## config.mk

```make
export PLATFORM = sky130hd
export DESIGN_NAME = shot_clock_timer
export DESIGN_NICKNAME = d
export VERILOG_FILES = /design/src/rtl/shot_clock_pkg.sv /design/src/rtl/buzzer_pulse.sv /design/src/rtl/shot_clock_timer.sv
export SDC_FILE = /design/constraint.sdc
export NUM_CORES = 1
export LEC_CHECK = 0
export BUFFER_PORTS_ARGS = -buffer_cell sky130_fd_sc_hd__buf_2
export CAP_MARGIN = 20
export CORE_ASPECT_RATIO = 1.1
export CORE_UTILIZATION = 40
export CTS_CLUSTER_DIAMETER = 60
export CTS_CLUSTER_SIZE = 25
export DETAILED_ROUTE_END_ITERATION = 12
export GPL_TIMING_DRIVEN = 1
export HOLD_SLACK_MARGIN = 0.08
export REMOVE_ABC_BUFFERS = 1
export SKIP_CTS_REPAIR_TIMING = 1
export SLEW_MARGIN = 20
export SYNTH_ARGS = -nofsm -noshare
export SYNTH_HDL_FRONTEND = slang
export SYNTH_SLANG_ARGS = --single-unit
```

## constraint.sdc

```tcl
create_clock -name clock_in -period 1.81 [get_ports clock_in]
set_input_delay 0.181 -clock clock_in [delete_from_list [all_inputs] [get_ports clock_in]]
set_output_delay 0.181 -clock clock_in [all_outputs]
set_load 0.1 [all_outputs]
```

## src/rtl/shot_clock_pkg.sv

```systemverilog
// Shared types and constants for the shot clock timer.
// to_bcd2 is only referenced when SHOT_CLOCK_BCD_EN is defined.
package shot_clock_pkg;

    typedef enum logic [1:0] {
        StStopped = 2'd0,
        StRun     = 2'd1,
        StBuzz    = 2'd2,
        StExpired = 2'd3
    } state_e;

    localparam int unsigned DEF_FULL  = 24;
    localparam int unsigned DEF_SHORT = 14;

    // Binary (0..99) to packed two-digit BCD: {tens, units}.
    function automatic logic [7:0] to_bcd2(input logic [7:0] bin);
        logic [7:0] tens;
        logic [7:0] units;
        tens  = bin / 8'd10;
        units = bin % 8'd10;
        return (tens << 4) | units;
    endfunction

endpackage

```

## src/rtl/buzzer_pulse.sv

```systemverilog
// Buzzer pulse generator: a loadable down-counter advanced by tick_en.
// start_i loads the duration and raises the buzzer; clear_i (a reload) wins over start_i.
module buzzer_pulse #(
    parameter int unsigned BuzzTicks = 3
) (
    input  logic clk_i,
    input  logic rst_ni,
    input  logic tick_en_i,
    input  logic start_i,
    input  logic clear_i,
    output logic buzzer_o,
    output logic last_tick_o
);

    localparam int unsigned CntW = $clog2(BuzzTicks + 1);
    localparam logic [CntW-1:0] LoadVal = CntW'(BuzzTicks);
    localparam logic [CntW-1:0] OneVal  = CntW'(1);

    logic [CntW-1:0] cnt_q, cnt_d;
    logic            buzz_q, buzz_d;

    // Next-state: clear beats start beats tick countdown.
    always_comb begin
        cnt_d  = cnt_q;
        buzz_d = buzz_q;
        if (clear_i) begin
            cnt_d  = '0;
            buzz_d = 1'b0;
        end else if (start_i) begin
            cnt_d  = LoadVal;
            buzz_d = 1'b1;
        end else if (tick_en_i && (cnt_q != '0)) begin
            cnt_d  = cnt_q - OneVal;
            buzz_d = (cnt_q != OneVal);
        end
    end

    // State registers with synchronous active-low reset.
    always_ff @(posedge clk_i) begin
        if (!rst_ni) begin
            cnt_q  <= '0;
            buzz_q <= 1'b0;
        end else begin
            cnt_q  <= cnt_d;
            buzz_q <= buzz_d;
        end
    end

    assign buzzer_o    = buzz_q;
    // Tick that ends the pulse; the parent uses it to leave its buzz state.
    assign last_tick_o = tick_en_i && (cnt_q == OneVal) && !clear_i;

endmodule

```

## src/rtl/shot_clock_timer.sv

```systemverilog
// Shot clock countdown with pause/resume, full/short reload, expiry flag and buzzer pulse.
// Optional macro SHOT_CLOCK_BCD_EN adds registered BCD outputs bcd_tens/bcd_units.
module shot_clock_timer
    import shot_clock_pkg::*;
#(
    parameter int unsigned WIDTH       = 5,
    parameter int unsigned FULL_VALUE  = DEF_FULL,
    parameter int unsigned SHORT_VALUE = DEF_SHORT,
    parameter int unsigned BUZZ_TICKS  = 3
) (
    input  logic             clock_in,
    input  logic             reset_n,
    input  logic             tick_en,
    input  logic             run,
    input  logic             reload_full,
    input  logic             reload_short,
    output logic [WIDTH-1:0] count,
    output logic             running,
    output logic             expired,
    output logic             buzzer
`ifdef SHOT_CLOCK_BCD_EN
    ,
    output logic [3:0]       bcd_tens,
    output logic [3:0]       bcd_units
`endif
);

    localparam logic [WIDTH-1:0] FullVal  = WIDTH'(FULL_VALUE);
    localparam logic [WIDTH-1:0] ShortVal = WIDTH'(SHORT_VALUE);
    localparam logic [WIDTH-1:0] OneVal   = WIDTH'(1);

    state_e           state_q, state_d;
    logic [WIDTH-1:0] count_q, count_d;
    logic             expired_q, expired_d;
    logic             reload;
    logic             buzz_start;
    logic             buzz_last;

    assign reload = reload_full | reload_short;

    // Next-state: reload overrides everything except reset; ticks act only in RUN/BUZZ.
    always_comb begin
        state_d    = state_q;
        count_d    = count_q;
        expired_d  = expired_q;
        buzz_start = 1'b0;
        if (reload) begin
            count_d   = reload_full ? FullVal : ShortVal;
            expired_d = 1'b0;
            state_d   = run ? StRun : StStopped;
        end else begin
            unique case (state_q)
                StStopped: begin
                    if (run) state_d = StRun;
                end
                StRun: begin
                    if (!run) begin
                        state_d = StStopped;
                    end else if (tick_en) begin
                        // count <= 1 also covers a degenerate zero load
                        if (count_q > OneVal) begin
                            count_d = count_q - OneVal;
                        end else begin
                            count_d    = '0;
                            expired_d  = 1'b1;
                            buzz_start = 1'b1;
                            state_d    = StBuzz;
                        end
                    end
                end
                StBuzz: begin
                    count_d = '0;
                    if (buzz_last) state_d = StExpired;
                end
                StExpired: begin
                    count_d   = '0;
                    expired_d = 1'b1;
                end
            endcase
        end
    end

    // Main state registers with synchronous active-low reset.
    always_ff @(posedge clock_in) begin
        if (!reset_n) begin
            state_q   <= StStopped;
            count_q   <= FullVal;
            expired_q <= 1'b0;
        end else begin
            state_q   <= state_d;
            count_q   <= count_d;
            expired_q <= expired_d;
        end
    end

    buzzer_pulse #(
        .BuzzTicks (BUZZ_TICKS)
    ) u_buzzer_pulse (
        .clk_i       (clock_in),
        .rst_ni      (reset_n),
        .tick_en_i   (tick_en),
        .start_i     (buzz_start),
        .clear_i     (reload),
        .buzzer_o    (buzzer),
        .last_tick_o (buzz_last)
    );

    assign count   = count_q;
    assign running = (state_q == StRun);
    assign expired = expired_q;

`ifdef SHOT_CLOCK_BCD_EN
    logic [7:0] bcd_q, bcd_d;

    assign bcd_d = to_bcd2(8'(count_d));

    // BCD register tracks count_d so both update in the same cycle.
    always_ff @(posedge clock_in) begin
        if (!reset_n) begin
            bcd_q <= to_bcd2(8'(FullVal));
        end else begin
            bcd_q <= bcd_d;
        end
    end

    assign bcd_tens  = bcd_q[7:4];
    assign bcd_units = bcd_q[3:0];
`endif

endmodule

```

==> results of run 1 <==
report_power, final:
part / switching, mW / internal (mW) / leakage (nW) / total, mW
sequential: 0.0141 / 0.251 / 0.0909 / 0.265
clock: 0.0860 / 0.0852 / 0.0150 / 0.171
combinational: 0.130 / 0.0533 / 0.257 / 0.183
total: 0.230 / 0.390 / 0.363 / 0.620
worst min path at each step:
stage,to,slack (ns),start,cells past startpoint
final,count[4]$_SDFFE_PN1P_,0.16,reset_n,2
after global routing,count[4]$_SDFFE_PN1P_,0.16,reset_n,2
after CTS,count[4]$_SDFFE_PN1P_,0.15,reset_n,2
after detailed placement,count[4]$_SDFFE_PN1P_,0.44,reset_n,2
after global placement,count[4]$_SDFFE_PN1P_,0.43,reset_n,2
after floorplan,count[4]$_SDFFE_PN1P_,0.28,reset_n,1
layout make-up:
type | count | area, sq um
inverter | 10 | 37.5
tap | 18 | 22.5
clock buffer | 4 | 26.3
fill | 181 | 861
timing repair buffer | 16 | 87.6
sequential | 11 | 225
multi-input combinational | 70 | 522
cells by family after synthesis:
family / share of synthesized area [%]
compound gates: 29.4
xor+xnor: 1.14
fa+ha+maj: 13.1
buf+inv: 4.90
flops: 28.8
simple gates: 22.7
flip-flops by register name (all words and copies together) (netlist names):
signal	count
u_buzzer_pulse.buzzer_o	1
state_q	2
expired	1
count	5
u_buzzer_pulse.cnt_q	2
stage by stage:
step / worst slack [ns] / std cells / util, %
floorplan: -0.653 / 91 / -
global placement: 0.108 / 124 / 48.7
detailed placement: 0.0512 / 124 / 48.7
CTS: 0.0268 / 128 / 50.2
global route: 0.00887 / 129 / 51.7
finish: 0.137 / 129 / 51.7
cell usage in the layout, fill, tap and decap left out, types with 2 or more instances in the layout:
cell,synthesis,final
sky130_fd_sc_hd__nand2_1,7,7
sky130_fd_sc_hd__o22ai_1,2,2
sky130_fd_sc_hd__a221oi_2,1,2
sky130_fd_sc_hd__inv_1,10,10
sky130_fd_sc_hd__nand3_1,5,5
sky130_fd_sc_hd__dfxtp_1,11,9
sky130_fd_sc_hd__buf_2,0,13
sky130_fd_sc_hd__o21ai_0,7,6
sky130_fd_sc_hd__a21boi_1,1,2
sky130_fd_sc_hd__clkbuf_4,0,3
sky130_fd_sc_hd__nor2b_1,2,2
sky130_fd_sc_hd__buf_4,0,3
sky130_fd_sc_hd__nor4_1,2,2
sky130_fd_sc_hd__or2_2,2,2
sky130_fd_sc_hd__nor2_1,5,5
sky130_fd_sc_hd__ha_1,8,8
sky130_fd_sc_hd__a21oi_1,8,8
worst max-delay path: stages (launching register included):
cell                        delay [ns]
sky130_fd_sc_hd__dfxtp_4          0.35
sky130_fd_sc_hd__inv_1            0.07
sky130_fd_sc_hd__ha_1             0.18
sky130_fd_sc_hd__o21bai_4         0.19
sky130_fd_sc_hd__a2111oi_4        0.45
sky130_fd_sc_hd__nand2_1          0.12
sky130_fd_sc_hd__a221oi_2         0.23
per-layer routing:
layer,vias up,wire (um)
met3,2,69
met1,334,793
met2,20,843
li1,375,-
met4,0,13
met5,-,0
==> reports/results.ini, run 1 <==
[sta]
rsz0062_at_grt=no
fin_crit_sh_pct=92.5
timing.hold.ws_ns=0.159
fin_setup_tns_ns=0
worstMarginPinSlew_ns=0.487
hold_viol_final=0
clock_skew_after_layout_ns=0.00176
report.final.slew_viol_count=0
slew_headroom_pct=67.8
finalWorstPathRequiredPeriod_ns=1.67
setup_violations=0
max_freq_mhz=598

[synth]
yosysTopAreaCell=sky130_fd_sc_hd__dfxtp_1
synthesis.instances=91
synth-async-reset-ratio_pct=0
part_of_the_yosys_area_used_for_sequential_elements_pct=28.8
synth_cell_type_count=33
yosys_warnings=0
synth_area_sq_um=766
yosys.cell_count.top_type=sky130_fd_sc_hd__dfxtp_1
synthesized_area_per_cell_sq_um=8.41
synth_seq_cells=11
synthDominantCellAreaShare_pct=28.8
number_of_flops_mapped_to_enable_cells_by_yosys=0
synth_top_cells_by_area=sky130_fd_sc_hd__dfxtp_1, sky130_fd_sc_hd__ha_1, sky130_fd_sc_hd__a21oi_1
synth_flop_cell=sky130_fd_sc_hd__dfxtp_1
ys_top_cells_by_count=sky130_fd_sc_hd__dfxtp_1, sky130_fd_sc_hd__inv_1, sky130_fd_sc_hd__a21oi_1, sky130_fd_sc_hd__ha_1

[placement]
detailedPlacementHpwl_um=1310
post_dp_cell_area_sq_um=868
finalWeightedCongestion=0.827
placement.io_buffers=13

[worst_setup_path]
ff2ff_setup_slack_ns=0.14
rr_startpoint=count[1]$_SDFFE_PN0P_
critPathLaunchType=register
endpoint=count[2]$_SDFFE_PN0P_
rr_worst_depth=6
critPathCaptureType=register
worstPathArrival_ns=1.86
timing.rr.end=count[2]$_SDFFE_PN0P_
cp_max_fo=5
timing_worst_setup_path_type=reg -> reg
critPathRequiredTime_ns=2.00
worst_setup_path_startpoint=count[1]$_SDFFE_PN0P_

[final_layout]
diodes=0
nets=126
layout-drive-gt1-share_pct=27.9
flow.area_growth_from_synthesis_pct=20.3
post-route-cell-area_sq_um=921

[routing]
detail_route.vias_per_cell=5.67
via_count=731
detail-route-antenna-nets=0
first_pass_iters=4
drt_first_iter_violations=21
avgRoutedWirePerCell_um=13.3
drcViolationCount=0
finalWirelength_um=1720

[grt]
met2_usage_pct=31.9
grt.overflow.total=0
gr-usage-met3_pct=2.26
grt_pass1_vias=619
globalRoute.busiestLayer=met2
largest_net_degree_at_the_start_of_global_routing=8
groute.layer.met1.usage_pct=22.4
wire_length_of_the_first_global_routing_pass_um=2720
initial_antenna_violation_count=0
grt.total_usage_pct=18.0

[die]
io_pins=14
die-height_um=47.9
floorplan.initialDensity_pct=43.0
die-area_sq_um=2090
area_of_the_core_sq_um=1780
die_width_um=43.7
rows=16

[worst_hold_path]
worstHoldPathType=in -> reg

[clock_network]
cts_tree=done
cts_root_buf=sky130_fd_sc_hd__clkbuf_4
numCtsBuffers=3
clock_insertion_delay_worst_skew_ns=0.27
cts_max_level=1
clkTransAtPathRegs_ns=0.07
cts-root-to-sink-buffers=2
sink_count_of_the_clock_tree=11

[outcome]
outcome=finished, final reports clean

[pwr]
power_per_cell_area_nw_per_um2=673
p_leak_nw=0.363
total_power_mw=0.620
vdd_drop_max_mv=0.318

[run]
max_cap_violations=0

Note: power is estimated with default switching activity, not from simulation.
==> inputs of run 2 (changes only) <==
--- a/config.mk
+++ b/config.mk
@@ -19,4 +19,5 @@
 export SLEW_MARGIN = 20
 export SYNTH_ARGS = -nofsm -noshare
 export SYNTH_HDL_FRONTEND = slang
+export SYNTH_HIERARCHICAL = 1
 export SYNTH_SLANG_ARGS = --single-unit
==> run 2 against run 1 <==
Against the previous run: area after synthesis grew 5.2%; die area grew 5.0%; clock power is essentially flat; clock skew grew 0.0071 ns; critical path depth is the same; critical endpoint is now state_q[0]$_SDFFE_PN0P_; largest cell class unchanged; largest power group unchanged.
==> reports/results.ini, run 2 <==
[final_layout]
postLayoutCoreUtil_pct=55.3
layout.cells.most_common=sky130_fd_sc_hd__buf_2
post-route-cell-area_sq_um=1020
diodes=0
flow.area_growth_from_synthesis_pct=26.4
number_of_filler_instances_in_the_final_layout=177
layout_top_registers=count: 5 flops, state_q: 2 flops, u_buzzer_pulse/cnt_q: 2 flops
largest_reg_flops=5
layout_common_cells=sky130_fd_sc_hd__buf_2, sky130_fd_sc_hd__inv_1, sky130_fd_sc_hd__a21oi_1
regMostFlops=count
layout-drive-gt1-share_pct=27.7
nets=136

[die]
die-area_sq_um=2200
area_of_the_core_sq_um=1840
floorplan.initialDensity_pct=43.8
rows=16
die_width_um=44.8
io_pins=14
die-height_um=49.1

[placement]
detailedPlacementHpwl_um=1410
post_dp_cell_area_sq_um=957
finalWeightedCongestion=0.896
placement.io_buffers=13

[worst_hold_path]
worstHoldPathType=in -> reg

[routing]
finalWirelength_um=1830
drcViolationCount=0
avgRoutedWirePerCell_um=12.6
drt_first_iter_violations=19
detail_route.vias_per_cell=5.38
first_pass_iters=4
via_count=785
detail-route-antenna-nets=0

[pwr]
p_leak_nw=0.424
total_power_mw=0.594
power_per_cell_area_nw_per_um2=583
vdd_drop_max_mv=0.408

[worst_setup_path]
worstPathArrival_ns=1.88
critical_path.max_stage_delay_ns=0.36
ff2ff_setup_slack_ns=0.09
cp_max_fo=6
critPathLaunchType=register
timing.critical_path.slowest_stage_cell=sky130_fd_sc_hd__dfxtp_1
timing.critical_path.buf_inv=1
timing.critical_path.cells=inv_1 > ha_1 > nor3_1 > a221o_1 > nor3_1 > a311o_1
worst_path_dominant_cell_family=compound AO/OA/AOI/OAI gates
critPathCaptureType=register
timing_worst_setup_path_type=reg -> reg
critPathRequiredTime_ns=1.97
crit_top_cell=sky130_fd_sc_hd__nor3_1

[clock_network]
clkTransAtPathRegs_ns=0.07
cts_max_level=1
cts_root_buf=sky130_fd_sc_hd__clkbuf_4
cts-root-to-sink-buffers=2
clock_insertion_delay_worst_skew_ns=0.28
sink_count_of_the_clock_tree=11
cts_tree=done
numCtsBuffers=3

[grt]
wire_length_of_the_first_global_routing_pass_um=3170
grt.total_usage_pct=19.3
grt.overflow.total=0
grt_pass1_vias=749
largest_net_degree_at_the_start_of_global_routing=10
initial_antenna_violation_count=0

[sta]
max_freq_mhz=580
timing.hold.ws_ns=0.231
report.final.slew_viol_count=0
fin_setup_tns_ns=0
hold_viol_final=0
finalWorstPathRequiredPeriod_ns=1.72
fin_crit_sh_pct=95.2
clock_skew_after_layout_ns=0.00883
setup_violations=0
worstMarginPinSlew_ns=0.488
slew_headroom_pct=67.7

[synth]
synth_seq_cells=11
yosys.cell_count.top_type=sky130_fd_sc_hd__inv_1
synthDominantCellAreaShare_pct=27.3
synthesis.instances=94
part_of_the_yosys_area_used_for_sequential_elements_pct=27.3
synth_flop_cell=sky130_fd_sc_hd__dfxtp_1
yosys_warnings=6
synth-async-reset-ratio_pct=0
synthesized_area_per_cell_sq_um=8.57
synth_top_cells_by_area=sky130_fd_sc_hd__dfxtp_1, sky130_fd_sc_hd__ha_1, sky130_fd_sc_hd__a21oi_1
ys_top_cells_by_count=sky130_fd_sc_hd__inv_1, sky130_fd_sc_hd__a21oi_1, sky130_fd_sc_hd__dfxtp_1, sky130_fd_sc_hd__ha_1, sky130_fd_sc_hd__nor2_1
synth_area_sq_um=806
yosysTopAreaCell=sky130_fd_sc_hd__dfxtp_1
number_of_flops_mapped_to_enable_cells_by_yosys=0
synth_cell_type_count=34

[run]
max_cap_violations=0

[outcome]
outcome=finished, final reports clean

==> run 2: logic make-up (layout without fill, tap and decap cells) <==
kind of cell / Yosys count / after routing / synth area share (%)
buffers and inverters: 12 / 37 / 5.59
AO/OA/AOI/OAI: 30 / 30 / 26.2
AND/OR/NAND/NOR: 30 / 30 / 24.2
flip-flops: 11 / 11 / 27.3
XOR/XNOR: 1 / 1 / 1.09
adder cells (fa/ha/maj): 10 / 10 / 15.5
==> run 2: power breakdown <==
group | switching, mW | internal (mW)
combinational | 0.109 | 0.0532
sequential | 0.00897 | 0.249
clock | 0.0879 | 0.0855
==> run 2: through the flow <==
| step | worst slack, ns | instances |
|---|---|---|
| floorplan | -0.614 | 94 |
| global placement | 0.0806 | 141 |
| detailed placement | -0.0241 | 141 |
| CTS | -0.0444 | 145 |
| global route | -0.00565 | 146 |
| finish | 0.0869 | 146 |
==> run 2: metal layers <==
metal / up-vias / wire, um / share of wire (%) / track usage [%]
met5: - / 0 / 0 / 0
met4: 0 / 63 / 3.4 / 8.08
met3: 8 / 114 / 6.2 / 7.04
met2: 26 / 835 / 46 / 29.7
met1: 357 / 820 / 45 / 23.7
li1: 394 / - / - / -
==> run 2: layout make-up <==
type                            count  area (sq um)  share of cell area (%)
Multi-Input combinational cell     71           567                    55.7
Inverter                           12          45.0                    4.42
Clock buffer                        4          26.3                    2.58
Tap cell                           27          33.8                    3.32
Timing Repair Buffer               21           125                    12.3
Sequential cell                    11           221                    21.7
==> run 2: worst paths after layout <==
path / from / endpoint / cells past startpoint
setup / recovery: state_q[0]$_SDFFE_PN0P_ / state_q[0]$_SDFFE_PN0P_ / 6
hold / removal: run / state_q[0]$_SDFFE_PN0P_ / 2
setup reg to reg: state_q[0]$_SDFFE_PN0P_ / state_q[0]$_SDFFE_PN0P_ / 6
hold reg to reg: state_q[1]$_SDFFE_PN0P_ / state_q[1]$_SDFFE_PN0P_ / 2
==> inputs of run 3 (changes only) <==
--- a/config.mk
+++ b/config.mk
@@ -7,6 +7,8 @@
 export LEC_CHECK = 0
 export BUFFER_PORTS_ARGS = -buffer_cell sky130_fd_sc_hd__buf_2
 export CAP_MARGIN = 20
+export CELL_PAD_IN_SITES_DETAIL_PLACEMENT = 1
+export CELL_PAD_IN_SITES_GLOBAL_PLACEMENT = 1
 export CORE_ASPECT_RATIO = 1.1
 export CORE_UTILIZATION = 40
 export CTS_CLUSTER_DIAMETER = 60
@@ -14,6 +16,7 @@
 export DETAILED_ROUTE_END_ITERATION = 12
 export GPL_TIMING_DRIVEN = 1
 export HOLD_SLACK_MARGIN = 0.08
+export PLACE_DENSITY_LB_ADDON = 0.1
 export REMOVE_ABC_BUFFERS = 1
 export SKIP_CTS_REPAIR_TIMING = 1
 export SLEW_MARGIN = 20
==> constraint.sdc (replaced) <==
create_clock -name clock_in -period 2 [get_ports clock_in]
set_input_delay 0.2 -clock clock_in [delete_from_list [all_inputs] [get_ports clock_in]]
set_output_delay 0.2 -clock clock_in [all_outputs]
set_load 0.1 [all_outputs]
==> run 3 against run 2 <==
Against the previous run: first-iteration DRC count decreased by 26%; maximum frequency fell by 7.1%; critical path depth increased by 1; critical endpoint is now u_buzzer_pulse/cnt_q[1]$_SDFFE_PP0P_; non-clock buffer count fell by 6.
==> reports/results.ini, run 3 (synthesized netlist as in run 2, its figures left out) <==
[outcome]
outcome=finished, final reports clean

[grt]
grt_pass1_vias=776
grt.total_usage_pct=23.8
largest_net_degree_at_the_start_of_global_routing=10
initial_antenna_violation_count=0
wire_length_of_the_first_global_routing_pass_um=3780
grt.overflow.total=0

[clock_network]
cts_root_buf=sky130_fd_sc_hd__clkbuf_4
clkTransAtPathRegs_ns=0.08
numCtsBuffers=3
cts_max_level=1
cts_tree=done
cts-root-to-sink-buffers=2
clock_insertion_delay_worst_skew_ns=0.28
sink_count_of_the_clock_tree=11

[routing]
detail-route-antenna-nets=0
drt_first_iter_violations=14
avgRoutedWirePerCell_um=15.6
drcViolationCount=0
via_count=770
finalWirelength_um=2180
detail_route.vias_per_cell=5.50
first_pass_iters=4

[sta]
report.final.slew_viol_count=0
slew_headroom_pct=64.5
fin_crit_sh_pct=92.7
worstMarginPinSlew_ns=0.533
setup_violations=0
setup_ws_ns=0.146
max_freq_mhz=539
finalWorstPathRequiredPeriod_ns=1.85
clock_skew_after_layout_ns=0.00421
hold_viol_final=0
fin_setup_tns_ns=0
rsz0062_at_grt=no

[die]
floorplan.initialDensity_pct=43.8
die_width_um=44.8
io_pins=14
die-area_sq_um=2200
rows=16
area_of_the_core_sq_um=1840
die-height_um=49.1

[pwr]
power.net_switching_mw=0.200
power_per_cell_area_nw_per_um2=569
intPower_mw=0.342
share_of_total_power_consumed_by_net_switching_pct=36.9
total_power_mw=0.541
power.share.sequential_pct=43.5
pwr-share-clk_pct=31.2
comb_power_share_pct=25.3
vdd_drop_max_mv=0.384
p_leak_nw=0.388

[final_layout]
diodes=0
flow.area_growth_from_synthesis_pct=18.0
post-route-cell-area_sq_um=951
layout-drive-gt1-share_pct=21.2
layout.cells.most_common=sky130_fd_sc_hd__buf_2
layout_common_cells=sky130_fd_sc_hd__buf_2, sky130_fd_sc_hd__inv_1, sky130_fd_sc_hd__a21oi_1, sky130_fd_sc_hd__dfxtp_1, sky130_fd_sc_hd__ha_1
layout_top_registers=count: 5 flops, state_q: 2 flops, u_buzzer_pulse/cnt_q: 2 flops
largest_reg_flops=5
regMostFlops=count
nets=130

[worst_hold_path]
timing.hold.worst.start=run
min_to=state_q[0]$_SDFFE_PN0P_
worstHoldPathType=in -> reg
hold_path_depth=2

[worst_setup_path]
critical_path.max_stage_delay_ns=0.44
critPathRequiredTime_ns=2.19
timing.critical_path.slowest_stage_cell=sky130_fd_sc_hd__dfxtp_1
ff2ff_setup_slack_ns=0.15
rr_worst_depth=7
worstPathArrival_ns=2.04
timing.critical_path.cells=ha_1 > o21bai_2 > nand3_1 > or2_1 > nor2_2 > and4bb_1 > a211oi_1
critPathLaunchType=register
worst_path_dominant_cell_family=simple AND/OR/NAND/NOR gates
timing.critical_path.buf_inv=0
cp_max_fo=6
rr_startpoint=count[0]$_SDFFE_PN0P_
timing.rr.end=u_buzzer_pulse/cnt_q[1]$_SDFFE_PP0P_
timing_worst_setup_path_type=reg -> reg
critPathCaptureType=register

[run]
max_cap_violations=0

[placement]
detailedPlacementHpwl_um=1750
post_dp_cell_area_sq_um=920
finalWeightedCongestion=0.817
post_place_setup_slack_ns=0.0417
placement.io_buffers=13

==> run 3: cell count changes in the layout (fill, tap and decap cells not counted), sizes merged <==
cell | previous run | this run
buf | 21 | 15
==> run 3: area by class of cell <==
type	instances	area, sq um
well taps	27	33.8
repair buffers	15	80.1
fillers	245	891
clock buffers	4	26.3
inverters	12	45.0
multi-input cells	71	546
flip-flops and latches	11	220
==> run 3: power by group through the flow <==
stage	clock [mW]	combinational, mW	sequential [mW]
floorplan	0	0.0677	0.271
global placement	0	0.133	0.240
detailed placement	0	0.135	0.241
CTS	0.171	0.136	0.236
global route	0.183	0.149	0.237
finish	0.169	0.137	0.236
==> run 3: metal layers <==
metal / part of all wire (%) / up-vias / GRT usage, %
met5: 0 / - / 0
met4: 1.6 / 0 / 11.1
met3: 4.4 / 4 / 3.33
met2: 46 / 18 / 37.7
met1: 48 / 364 / 31.1
li1: - / 384 / -
==> run 3: stage by stage <==
stage	hold WS, ns	cells	util [%]
5_1_grt	0.246	140	51.6
3_5_place_dp	0.512	136	49.9
2_1_floorplan	0.353	94	-
3_3_place_gp	0.511	136	49.9
6_report	0.238	140	51.6
4_1_cts	0.234	140	51.4
==> run 3: worst reg2reg max path, cell delays in order (launching register included) <==
cell	delay (ns)
sky130_fd_sc_hd__dfxtp_1	0.44
sky130_fd_sc_hd__ha_1	0.17
sky130_fd_sc_hd__o21bai_2	0.15
sky130_fd_sc_hd__nand3_1	0.10
sky130_fd_sc_hd__or2_1	0.25
sky130_fd_sc_hd__nor2_2	0.19
sky130_fd_sc_hd__and4bb_1	0.22
sky130_fd_sc_hd__a211oi_1	0.24
==> run 3: how the worst max path moves through the flow <==
stage	start	end	slack, ns	depth (start not counted)
3_5_place_dp	state_q[1]$_SDFFE_PN0P_	u_buzzer_pulse/cnt_q[1]$_SDFFE_PP0P_	0.04	7
3_3_place_gp	state_q[1]$_SDFFE_PN0P_	u_buzzer_pulse/cnt_q[1]$_SDFFE_PP0P_	0.14	7
2_1_floorplan	state_q[1]$_SDFFE_PN0P_	u_buzzer_pulse/cnt_q[1]$_SDFFE_PP0P_	-0.42	7
6_report	count[0]$_SDFFE_PN0P_	u_buzzer_pulse/cnt_q[1]$_SDFFE_PP0P_	0.15	7
5_1_grt	state_q[1]$_SDFFE_PN0P_	u_buzzer_pulse/cnt_q[0]$_SDFFE_PP0P_	0.005	7
4_1_cts	state_q[1]$_SDFFE_PN0P_	u_buzzer_pulse/cnt_q[1]$_SDFFE_PP0P_	0.02	7
